$ cat config.mk
export PLATFORM = sky130hd
export DESIGN_NAME = mem_arbiter_flat
export DESIGN_NICKNAME = d
export VERILOG_FILES = /design/src/rtl/mem_arbiter_if.sv /design/src/rtl/mem_arbiter.sv /design/src/flat_wrapper.sv
export SDC_FILE = /design/constraint.sdc
export NUM_CORES = 1
export LEC_CHECK = 0
export BUFFER_PORTS_ARGS = -buffer_cell sky130_fd_sc_hd__buf_2
export CORE_MARGIN = 8
export CORE_UTILIZATION = 28
export DETAILED_ROUTE_END_ITERATION = 8
export PLACE_DENSITY = 0.84
export SKIP_CTS_REPAIR_TIMING = 1
export SLEW_MARGIN = 20
export SYNTH_ARGS = -nofsm -noshare
export SYNTH_HDL_FRONTEND = slang
export SYNTH_SLANG_ARGS = --single-unit
$ cat constraint.sdc
create_clock -name i_clk -period 4.08 [get_ports i_clk]
set_clock_uncertainty 0.05 [all_clocks]
set_input_delay 0.408 -clock i_clk [delete_from_list [all_inputs] [get_ports i_clk]]
set_output_delay 0.408 -clock i_clk [all_outputs]
set_load 0.01 [all_outputs]
$ cat src/rtl/mem_arbiter_if.sv
// Requester and memory-side bus of the two-port memory arbiter.
// The arbiter uses the slave view; the requesters/memory model use the master view.
interface mem_arbiter_if #(
    parameter int p_WORD_LEN = 16,
    parameter int p_ADDR_LEN = 10
);
    logic                  i_req0, i_req1;
    logic                  i_lock0, i_lock1;
    logic                  i_wr_en0, i_wr_en1;
    logic [15:0]           i_addr0, i_addr1;
    logic [p_WORD_LEN-1:0] i_wr_data0, i_wr_data1;
    logic                  o_gnt0, o_gnt1;
    logic                  o_rd_valid0, o_rd_valid1;
    logic [p_WORD_LEN-1:0] o_rd_data;
    logic [p_ADDR_LEN-1:0] o_mem_addr;
    logic                  o_mem_wr_en;
    logic [p_WORD_LEN-1:0] o_mem_wr_data;
    logic [p_WORD_LEN-1:0] i_mem_rd_data;

    modport slave (
        input  i_req0, i_req1, i_lock0, i_lock1, i_wr_en0, i_wr_en1,
        input  i_addr0, i_addr1, i_wr_data0, i_wr_data1, i_mem_rd_data,
        output o_gnt0, o_gnt1, o_rd_valid0, o_rd_valid1, o_rd_data,
        output o_mem_addr, o_mem_wr_en, o_mem_wr_data
    );

    modport master (
        output i_req0, i_req1, i_lock0, i_lock1, i_wr_en0, i_wr_en1,
        output i_addr0, i_addr1, i_wr_data0, i_wr_data1, i_mem_rd_data,
        input  o_gnt0, o_gnt1, o_rd_valid0, o_rd_valid1, o_rd_data,
        input  o_mem_addr, o_mem_wr_en, o_mem_wr_data
    );
endinterface

$ cat src/rtl/mem_arbiter.sv
// Two-requester single-port memory arbiter: combinational round-robin grant with
// lock hold, out-of-range write suppression and a one-cycle registered read return.
module mem_arbiter #(
    parameter int p_WORD_LEN = 16,
    parameter int p_ADDR_LEN = 10
) (
    input  logic          i_clk,
    input  logic          i_rst,
    mem_arbiter_if.slave  bus
);
    logic       last_q, last_d;
    logic       hold_q, hold_d;
    logic       pend_q, pend_d;
    logic       owner_q, owner_d;
    logic       oob_q, oob_d;

    logic [1:0]            req, lock;
    logic                  hold, gnt_any, gidx, sel_wr, in_range;
    logic [15:0]           sel_addr;
    logic [p_WORD_LEN-1:0] sel_wd;

    always_comb begin
        req      = {bus.i_req1, bus.i_req0};
        lock     = {bus.i_lock1, bus.i_lock0};
        // The previous grantee keeps the bus only while it still requests and locks.
        hold     = hold_q && req[last_q] && lock[last_q];
        gnt_any  = (|req) && !i_rst;
        if (hold)          gidx = last_q;
        else if (&req)     gidx = ~last_q;
        else if (req[1])   gidx = 1'b1;
        else               gidx = 1'b0;

        sel_addr = gidx ? bus.i_addr1    : bus.i_addr0;
        sel_wd   = gidx ? bus.i_wr_data1 : bus.i_wr_data0;
        sel_wr   = gidx ? bus.i_wr_en1   : bus.i_wr_en0;
        in_range = 32'(sel_addr) < (32'd1 << p_ADDR_LEN);

        last_d   = gnt_any ? gidx : last_q;
        hold_d   = gnt_any && lock[gidx];
        pend_d   = gnt_any && !sel_wr;
        owner_d  = gidx;
        oob_d    = !in_range;

        bus.o_gnt0        = gnt_any && !gidx;
        bus.o_gnt1        = gnt_any && gidx;
        bus.o_mem_addr    = sel_addr[p_ADDR_LEN-1:0];
        bus.o_mem_wr_data = sel_wd;
        bus.o_mem_wr_en   = gnt_any && sel_wr && in_range;

        bus.o_rd_valid0   = pend_q && !owner_q;
        bus.o_rd_valid1   = pend_q && owner_q;
        // Out-of-range reads return zero rather than aliased memory contents.
        bus.o_rd_data     = (pend_q && !oob_q) ? bus.i_mem_rd_data : '0;
    end

    always_ff @(posedge i_clk or posedge i_rst) begin
        if (i_rst) begin
            last_q  <= 1'b1;
            hold_q  <= 1'b0;
            pend_q  <= 1'b0;
            owner_q <= 1'b0;
            oob_q   <= 1'b0;
        end else begin
            last_q  <= last_d;
            hold_q  <= hold_d;
            pend_q  <= pend_d;
            owner_q <= owner_d;
            oob_q   <= oob_d;
        end
    end
endmodule

$ cat src/flat_wrapper.sv
// flat-port wrapper written by rule: the top's interface ports become plain ports
module mem_arbiter_flat 
#(
    parameter int p_WORD_LEN = 16,
    parameter int p_ADDR_LEN = 10
)
  (i_clk, i_rst, bus_i_req0, bus_i_req1, bus_i_lock0, bus_i_lock1, bus_i_wr_en0, bus_i_wr_en1, bus_i_addr0, bus_i_addr1, bus_i_wr_data0, bus_i_wr_data1, bus_i_mem_rd_data, bus_o_gnt0, bus_o_gnt1, bus_o_rd_valid0, bus_o_rd_valid1, bus_o_rd_data, bus_o_mem_addr, bus_o_mem_wr_en, bus_o_mem_wr_data);
  mem_arbiter_if #(.p_WORD_LEN(p_WORD_LEN), .p_ADDR_LEN(p_ADDR_LEN)) bus_i ();
  input  logic i_clk;
  input  logic i_rst;
  input wire logic [$bits(bus_i.i_req0)-1:0] bus_i_req0;
  input wire logic [$bits(bus_i.i_req1)-1:0] bus_i_req1;
  input wire logic [$bits(bus_i.i_lock0)-1:0] bus_i_lock0;
  input wire logic [$bits(bus_i.i_lock1)-1:0] bus_i_lock1;
  input wire logic [$bits(bus_i.i_wr_en0)-1:0] bus_i_wr_en0;
  input wire logic [$bits(bus_i.i_wr_en1)-1:0] bus_i_wr_en1;
  input wire logic [$bits(bus_i.i_addr0)-1:0] bus_i_addr0;
  input wire logic [$bits(bus_i.i_addr1)-1:0] bus_i_addr1;
  input wire logic [$bits(bus_i.i_wr_data0)-1:0] bus_i_wr_data0;
  input wire logic [$bits(bus_i.i_wr_data1)-1:0] bus_i_wr_data1;
  input wire logic [$bits(bus_i.i_mem_rd_data)-1:0] bus_i_mem_rd_data;
  output wire logic [$bits(bus_i.o_gnt0)-1:0] bus_o_gnt0;
  output wire logic [$bits(bus_i.o_gnt1)-1:0] bus_o_gnt1;
  output wire logic [$bits(bus_i.o_rd_valid0)-1:0] bus_o_rd_valid0;
  output wire logic [$bits(bus_i.o_rd_valid1)-1:0] bus_o_rd_valid1;
  output wire logic [$bits(bus_i.o_rd_data)-1:0] bus_o_rd_data;
  output wire logic [$bits(bus_i.o_mem_addr)-1:0] bus_o_mem_addr;
  output wire logic [$bits(bus_i.o_mem_wr_en)-1:0] bus_o_mem_wr_en;
  output wire logic [$bits(bus_i.o_mem_wr_data)-1:0] bus_o_mem_wr_data;
  assign bus_i.i_req0 = bus_i_req0;
  assign bus_i.i_req1 = bus_i_req1;
  assign bus_i.i_lock0 = bus_i_lock0;
  assign bus_i.i_lock1 = bus_i_lock1;
  assign bus_i.i_wr_en0 = bus_i_wr_en0;
  assign bus_i.i_wr_en1 = bus_i_wr_en1;
  assign bus_i.i_addr0 = bus_i_addr0;
  assign bus_i.i_addr1 = bus_i_addr1;
  assign bus_i.i_wr_data0 = bus_i_wr_data0;
  assign bus_i.i_wr_data1 = bus_i_wr_data1;
  assign bus_i.i_mem_rd_data = bus_i_mem_rd_data;
  assign bus_o_gnt0 = bus_i.o_gnt0;
  assign bus_o_gnt1 = bus_i.o_gnt1;
  assign bus_o_rd_valid0 = bus_i.o_rd_valid0;
  assign bus_o_rd_valid1 = bus_i.o_rd_valid1;
  assign bus_o_rd_data = bus_i.o_rd_data;
  assign bus_o_mem_addr = bus_i.o_mem_addr;
  assign bus_o_mem_wr_en = bus_i.o_mem_wr_en;
  assign bus_o_mem_wr_data = bus_i.o_mem_wr_data;
  mem_arbiter #(.p_WORD_LEN(p_WORD_LEN), .p_ADDR_LEN(p_ADDR_LEN)) u_core (.i_clk(i_clk), .i_rst(i_rst), .bus(bus_i));
endmodule
==> results of run 1 <==
## critical path, delay by kind of cell (launching register included)
family	cells	cell delay, ns
AOI/OAI and AO/OA	1	0.75
buffers and inverters	1	0.14
DFF	1	0.53
muxes	1	0.43
and+or+nand+nor	1	0.08
## layout make-up
type | instances | area (sq um) | share of cell area [%]
timing repair buffer | 134 | 671 | 46.7
clock buffer | 4 | 26.3 | 1.83
tap | 30 | 37.5 | 2.61
inverter | 3 | 11.3 | 0.784
multi-input combinational | 67 | 564 | 39.3
sequential | 5 | 126 | 8.80
## per-layer routing
metal	track usage [%]	part of all wire (%)	routed length, um
met3	3.81	9.3	352
met4	5.22	0.93	35
met5	0	0	0
met2	30.0	58	2170
met1	14.4	32	1210
## flip-flops by register name, summed over array words and instances (netlist names)
register and count:
u_core.hold_q 1, u_core.owner_q 1, u_core.oob_q 1, u_core.pend_q 1, u_core.last_q 1
## final timing paths
kind                       slack [ns]                        end  depth (start not counted)                 startpoint
max                              1.46      bus_o_mem_wr_data[10]                          4  u_core.last_q$_DFFE_PP1P_
min                              0.05    u_core.hold_q$_DFF_PP0_                          2                      i_rst
max reg2reg                      2.09     u_core.oob_q$_DFF_PP0_                          5  u_core.last_q$_DFFE_PP1P_
min reg2reg                      0.47  u_core.last_q$_DFFE_PP1P_                          1  u_core.last_q$_DFFE_PP1P_
max in group asynchronous        3.68  u_core.last_q$_DFFE_PP1P_                          2                      i_rst
min in group i_clk               0.32    u_core.pend_q$_DFF_PP0_                          2               bus_i_wr_en1
## cell usage in the layout, fill, tap and decap left out, types with 2 or more instances in the layout
cell type	instances
buf_2	134
nand3_1	2
and2_1	19
inv_1	2
dfrtp_1	4
clkbuf_4	3
nor2b_1	2
nand2_1	2
nor2_1	3
mux2_2	26
## stage by stage
stage | util [%] | std cells | cell area, sq um | hold slack [ns]
2_1_floorplan | - | 79 | 739 | 0.144
3_3_place_gp | 56.4 | 239 | 1410 | 0.290
3_5_place_dp | 56.4 | 239 | 1410 | 0.294
4_1_cts | 57.5 | 243 | 1440 | 0.0366
5_1_grt | 57.5 | 243 | 1440 | 0.0685
6_report | 57.5 | 243 | 1440 | 0.0481
## cell families after synthesis
kind of cell | Yosys count | synth area share [%]
multiplexers | 26 | 39.6
flip-flops | 5 | 17.1
AND/OR/NAND/NOR | 34 | 28.3
AO/OA/AOI/OAI | 7 | 8.46
buffers and inverters | 7 | 6.60
## power by group
| group | total, mW | switching, mW | internal [mW] |
|---|---|---|---|
| Sequential | 0.0573 | 0.00243 | 0.0548 |
| Combinational | 0.142 | 0.0618 | 0.0801 |
| Clock | 0.0555 | 0.0186 | 0.0369 |
==> results.py, run 1 <==
metrics = {
    "status": {
        "status": "finished, final reports clean",
    },
    "grt": {
        "grt_pass1_vias": 1234,
        "antenna_found_initial": 0,
        "grt_max_degree": 34,
        "overflow": 0,
        "grt_pass1_wl_um": 5440,
        "grtUsageTotal_pct": 15.0,
    },
    "pwr": {
        "p_per_area_mw_per_mm2": 177,
        "p_leak_nw": 0.855,
        "max-vdd-ir-drop_uv": 122,
        "power.total_mw": 0.255,
    },
    "synth": {
        "ys_types": 25,
        "yosysSeqAreaShare_pct": 17.1,
        "netlist_instances": 79,
        "yosysMostFrequentCell": "mux2_2",
        "yosysWarningCount": 0,
        "synth.top_cells.by_count": "mux2_2 (26), and2_1 (19), dfrtp_1 (4), buf_6 (3), nor2_1 (3)",
        "synth_nets": 167,
        "syn_area_per_cell_sq_um": 9.36,
        "netlist_area_sq_um": 739,
        "yosys.area.top_type_share_pct": 39.6,
        "netlist.top_cell.by_area": "mux2_2",
        "ys_async_sr_fraction_pct": 100,
        "synth-seq-cells": 5,
        "synthFlopType": "dfrtp_1",
        "synth_area_leaders": "mux2_2 (40%), and2_1 (16%), dfrtp_1 (14%)",
        "synth-edff-count": 0,
    },
    "clocking": {
        "cts_tree": "built",
        "clk_path_buf_depth": 2,
        "numCtsBuffers": 3,
        "clock-sinks": 5,
        "clk_pin_slew_worst_paths_ns": 0.04,
        "h-tree-depth": 1,
        "cts-root-buf": "clkbuf_4",
        "clock_latency_ns": 0.24,
    },
    "min_path": {
        "hold_class": "input pin to asynchronous set/reset pin",
    },
    "cells_and_area": {
        "synthToLayoutAreaGrowth_pct": 94.2,
        "drive_gt1_share_pct": 79.3,
        "antenna_cells": 0,
        "nNetsFinal": 302,
        "fill_cells": 264,
    },
    "setup_path": {
        "start_kind": "flop",
        "critical_path_arrival_ns": 2.17,
        "critPathKind": "flop to output pin",
        "cp_slowest_cell": "o211ai_4",
        "path_cells": "nand2_1 > o211ai_4 > mux2_2 > buf_2",
        "cp_max_fo": 33,
        "crit_required_ns": 3.62,
        "cpPeakStageDelay_ns": 0.75,
        "endpoint_kind": "output pin",
    },
    "placed_design": {
        "place_ws_ns": 1.58,
        "dp_hpwl_um": 3470,
        "portBuffers": 134,
        "gp_congestion": 0.783,
    },
    "timing": {
        "final-setup-viol-count": 0,
        "grt_setup_unrepaired": "false",
        "fin_ws_ns": 1.46,
        "worst_pin_slew_ns": 0.947,
        "slew_headroom_pct": 36.6,
        "fmax_ghz": 0.381,
        "slew_violations": 0,
        "fin_crit_ns": 2.62,
        "tns_ns": 0,
        "finalHoldViolCount": 0,
        "fin_crit_sh_pct": 64.3,
    },
    "job": {
        "cap_violations": 0,
    },
    "routing": {
        "firstDrtPassIters": 3,
        "drc": 0,
        "vias": 1104,
        "wl_um": 3770,
        "via_per_inst": 4.54,
        "ant_nets": 0,
        "drt_iter0_drc": 27,
        "avgRoutedWirePerCell_um": 15.5,
    },
    "die": {
        "die_h_um": 67.4,
        "start_util_pct": 29.6,
        "die_area_sq_mm": 0.00454,
        "rows": 18,
        "die_x_um": 67.4,
        "core_sq_mm": 0.00250,
        "boundaryPins": 135,
    },
}
No activity file was read; power rests on OpenSTA's default activity.
==> run 2: changes to the inputs <==
- ABC_AREA: not set -> 1
- PLACE_DENSITY: 0.84 -> 0.8
- clock period: 4.08 -> 2.7 ns (I/O delays scaled with it)
==> results.py, run 2 <==
metrics = {
    "cells_and_area": {
        "final_common_cell": "buf_2",
        "final_cell_mix": "buf_2 (134), nand2_1 (91), inv_1 (24), nor2_1 (24), dfrtp_1 (4)",
        "final_area_sq_mm": 0.00149,
        "nNetsFinal": 388,
        "antenna_cells": 0,
        "synthToLayoutAreaGrowth_pct": 84.1,
        "utilization_pct": 54.1,
        "drive_gt1_share_pct": 49.5,
    },
    "placed_design": {
        "place_ws_ns": 0.851,
        "portBuffers": 134,
        "gp_congestion": 0.801,
        "placed_area_sq_mm": 0.00146,
        "dp_hpwl_um": 3360,
    },
    "job": {
        "cap_violations": 0,
    },
    "synth": {
        "yosysSeqAreaShare_pct": 15.6,
        "synth_nets": 255,
        "ys_async_sr_fraction_pct": 100,
        "netlist.top_cell.by_area": "nand2_1",
        "synth-edff-count": 0,
        "yosysWarningCount": 0,
        "yosysMostFrequentCell": "nand2_1",
        "synth.top_cells.by_count": "nand2_1 (91), inv_1 (24), nor2_1 (24), buf_6 (5), dfrtp_1 (4)",
        "ys_types": 18,
        "synth-seq-cells": 5,
        "synthFlopType": "dfrtp_1",
        "netlist_area_sq_um": 811,
        "yosys.area.top_type_share_pct": 42.1,
        "netlist_instances": 167,
        "syn_area_per_cell_sq_um": 4.85,
        "synth_area_leaders": "nand2_1 (42%), dfrtp_1 (12%), inv_1 (11%)",
    },
    "setup_path": {
        "start_kind": "flop",
        "endpoint_kind": "output pin",
        "critPathKind": "flop to output pin",
        "critical_path_arrival_ns": 1.77,
        "crit_required_ns": 2.38,
        "cp_max_fo": 28,
    },
    "timing": {
        "fin_crit_ns": 2.09,
        "fin_crit_sh_pct": 77.5,
        "finalHoldViolCount": 0,
        "fin_ws_ns": 0.607,
        "tns_ns": 0,
        "slew_headroom_pct": 67.0,
        "final-setup-viol-count": 0,
        "worst_pin_slew_ns": 0.494,
        "grt_setup_unrepaired": "false",
        "fmax_ghz": 0.478,
        "slew_violations": 0,
    },
    "routing": {
        "drc": 0,
        "via_per_inst": 4.31,
        "drt_iter0_drc": 27,
        "wl_um": 3790,
        "avgRoutedWirePerCell_um": 11.5,
        "firstDrtPassIters": 4,
        "vias": 1422,
        "ant_nets": 0,
    },
    "pwr": {
        "p_leak_nw": 1.12,
        "power.total_mw": 0.397,
        "p_per_area_mw_per_mm2": 266,
        "max-vdd-ir-drop_uv": 154,
    },
    "clocking": {
        "clk_pin_slew_worst_paths_ns": 0.04,
        "clk_path_buf_depth": 2,
        "clock-sinks": 5,
        "cts-root-buf": "clkbuf_4",
        "numCtsBuffers": 3,
        "cts_tree": "built",
        "h-tree-depth": 1,
        "clock_latency_ns": 0.23,
    },
    "min_path": {
        "hold_class": "input pin to flop",
    },
    "grt": {
        "grt_pass1_vias": 1484,
        "grt_max_degree": 31,
        "grtUsageTotal_pct": 14.9,
        "overflow": 0,
        "antenna_found_initial": 0,
        "grt_pass1_wl_um": 6290,
    },
    "die": {
        "rows": 19,
        "die_h_um": 69.8,
        "boundaryPins": 135,
        "start_util_pct": 29.4,
        "die_area_sq_mm": 0.00487,
        "core_sq_mm": 0.00276,
        "die_x_um": 69.8,
    },
    "status": {
        "status": "finished, final reports clean",
    },
}
-- run 2: changes by cell type in the layout (fill, tap and decap cells not counted), moves of 2 or more --
| cell | change |
|---|---|
| nand2_1 | +89 |
| mux2_2 | -26 |
| inv_1 | +22 |
| nor2_1 | +21 |
| and2_1 | -19 |
| nand2_2 | +3 |
| nor2b_1 | -2 |
| or2_2 | +2 |
-- run 2: final cells by class --
class	count	area (sq um)
clock buffers	4	26.3
fillers	303	1260
repair buffers	136	688
flip-flops and latches	5	126
well taps	31	38.8
multi-input cells	128	515
inverters	26	97.6
-- run 2: logic make-up after synthesis --
| kind of cell | share of synthesized area [%] |
|---|---|
| buffers and inverters | 20.8 |
| AO/OA/AOI/OAI | 1.85 |
| flip-flops | 15.6 |
| AND/OR/NAND/NOR | 61.7 |
-- run 2: layer usage --
| layer | GRT usage [%] | part of all wire, % |
|---|---|---|
| met5 | 0 | 0 |
| met2 | 27.2 | 46 |
| met4 | 4.69 | 1.3 |
| met1 | 13.5 | 37 |
| met3 | 8.30 | 15 |
-- run 2: per-stage QoR --
stage / hold WS [ns] / instances
3_5_place_dp: 0.155 / 325
4_1_cts: -0.0952 / 329
2_1_floorplan: 0.0205 / 167
3_3_place_gp: 0.150 / 325
6_report: 0.210 / 330
5_1_grt: 0.216 / 330
-- run 2: power breakdown --
group | switching [mW] | internal (mW)
clock network | 0.0282 | 0.0557
registers | 0.00317 | 0.0826
logic | 0.122 | 0.106
total | 0.153 | 0.244
-- run 2: final timing paths --
path | startpoint | endpoint | slack (ns) | cells past startpoint
max in group asynchronous | i_rst | u_core.last_q$_DFFE_PP1P_ | 1.88 | 3
worst max register to register | u_core.last_q$_DFFE_PP1P_ | u_core.hold_q$_DFF_PP0_ | 1.12 | 8
min in group asynchronous | i_rst | u_core.hold_q$_DFF_PP0_ | 0.46 | 3
worst max-delay path | u_core.last_q$_DFFE_PP1P_ | bus_o_mem_wr_en | 0.61 | 10
worst min register to register | u_core.last_q$_DFFE_PP1P_ | u_core.last_q$_DFFE_PP1P_ | 0.50 | 2
worst min-delay path | bus_i_lock0 | u_core.hold_q$_DFF_PP0_ | 0.21 | 3
-- run 2: critical path, cell delays in order, from the launching register on --
cell and delay, ns:
dfstp_2 0.52, inv_1 0.05, nand2_1 0.08, nand3_2 0.09
nand2_2 0.09, buf_4 0.27, nand2_1 0.09, nand2_1 0.09
nand2_1 0.05, nor2_1 0.07, buf_2 0.13
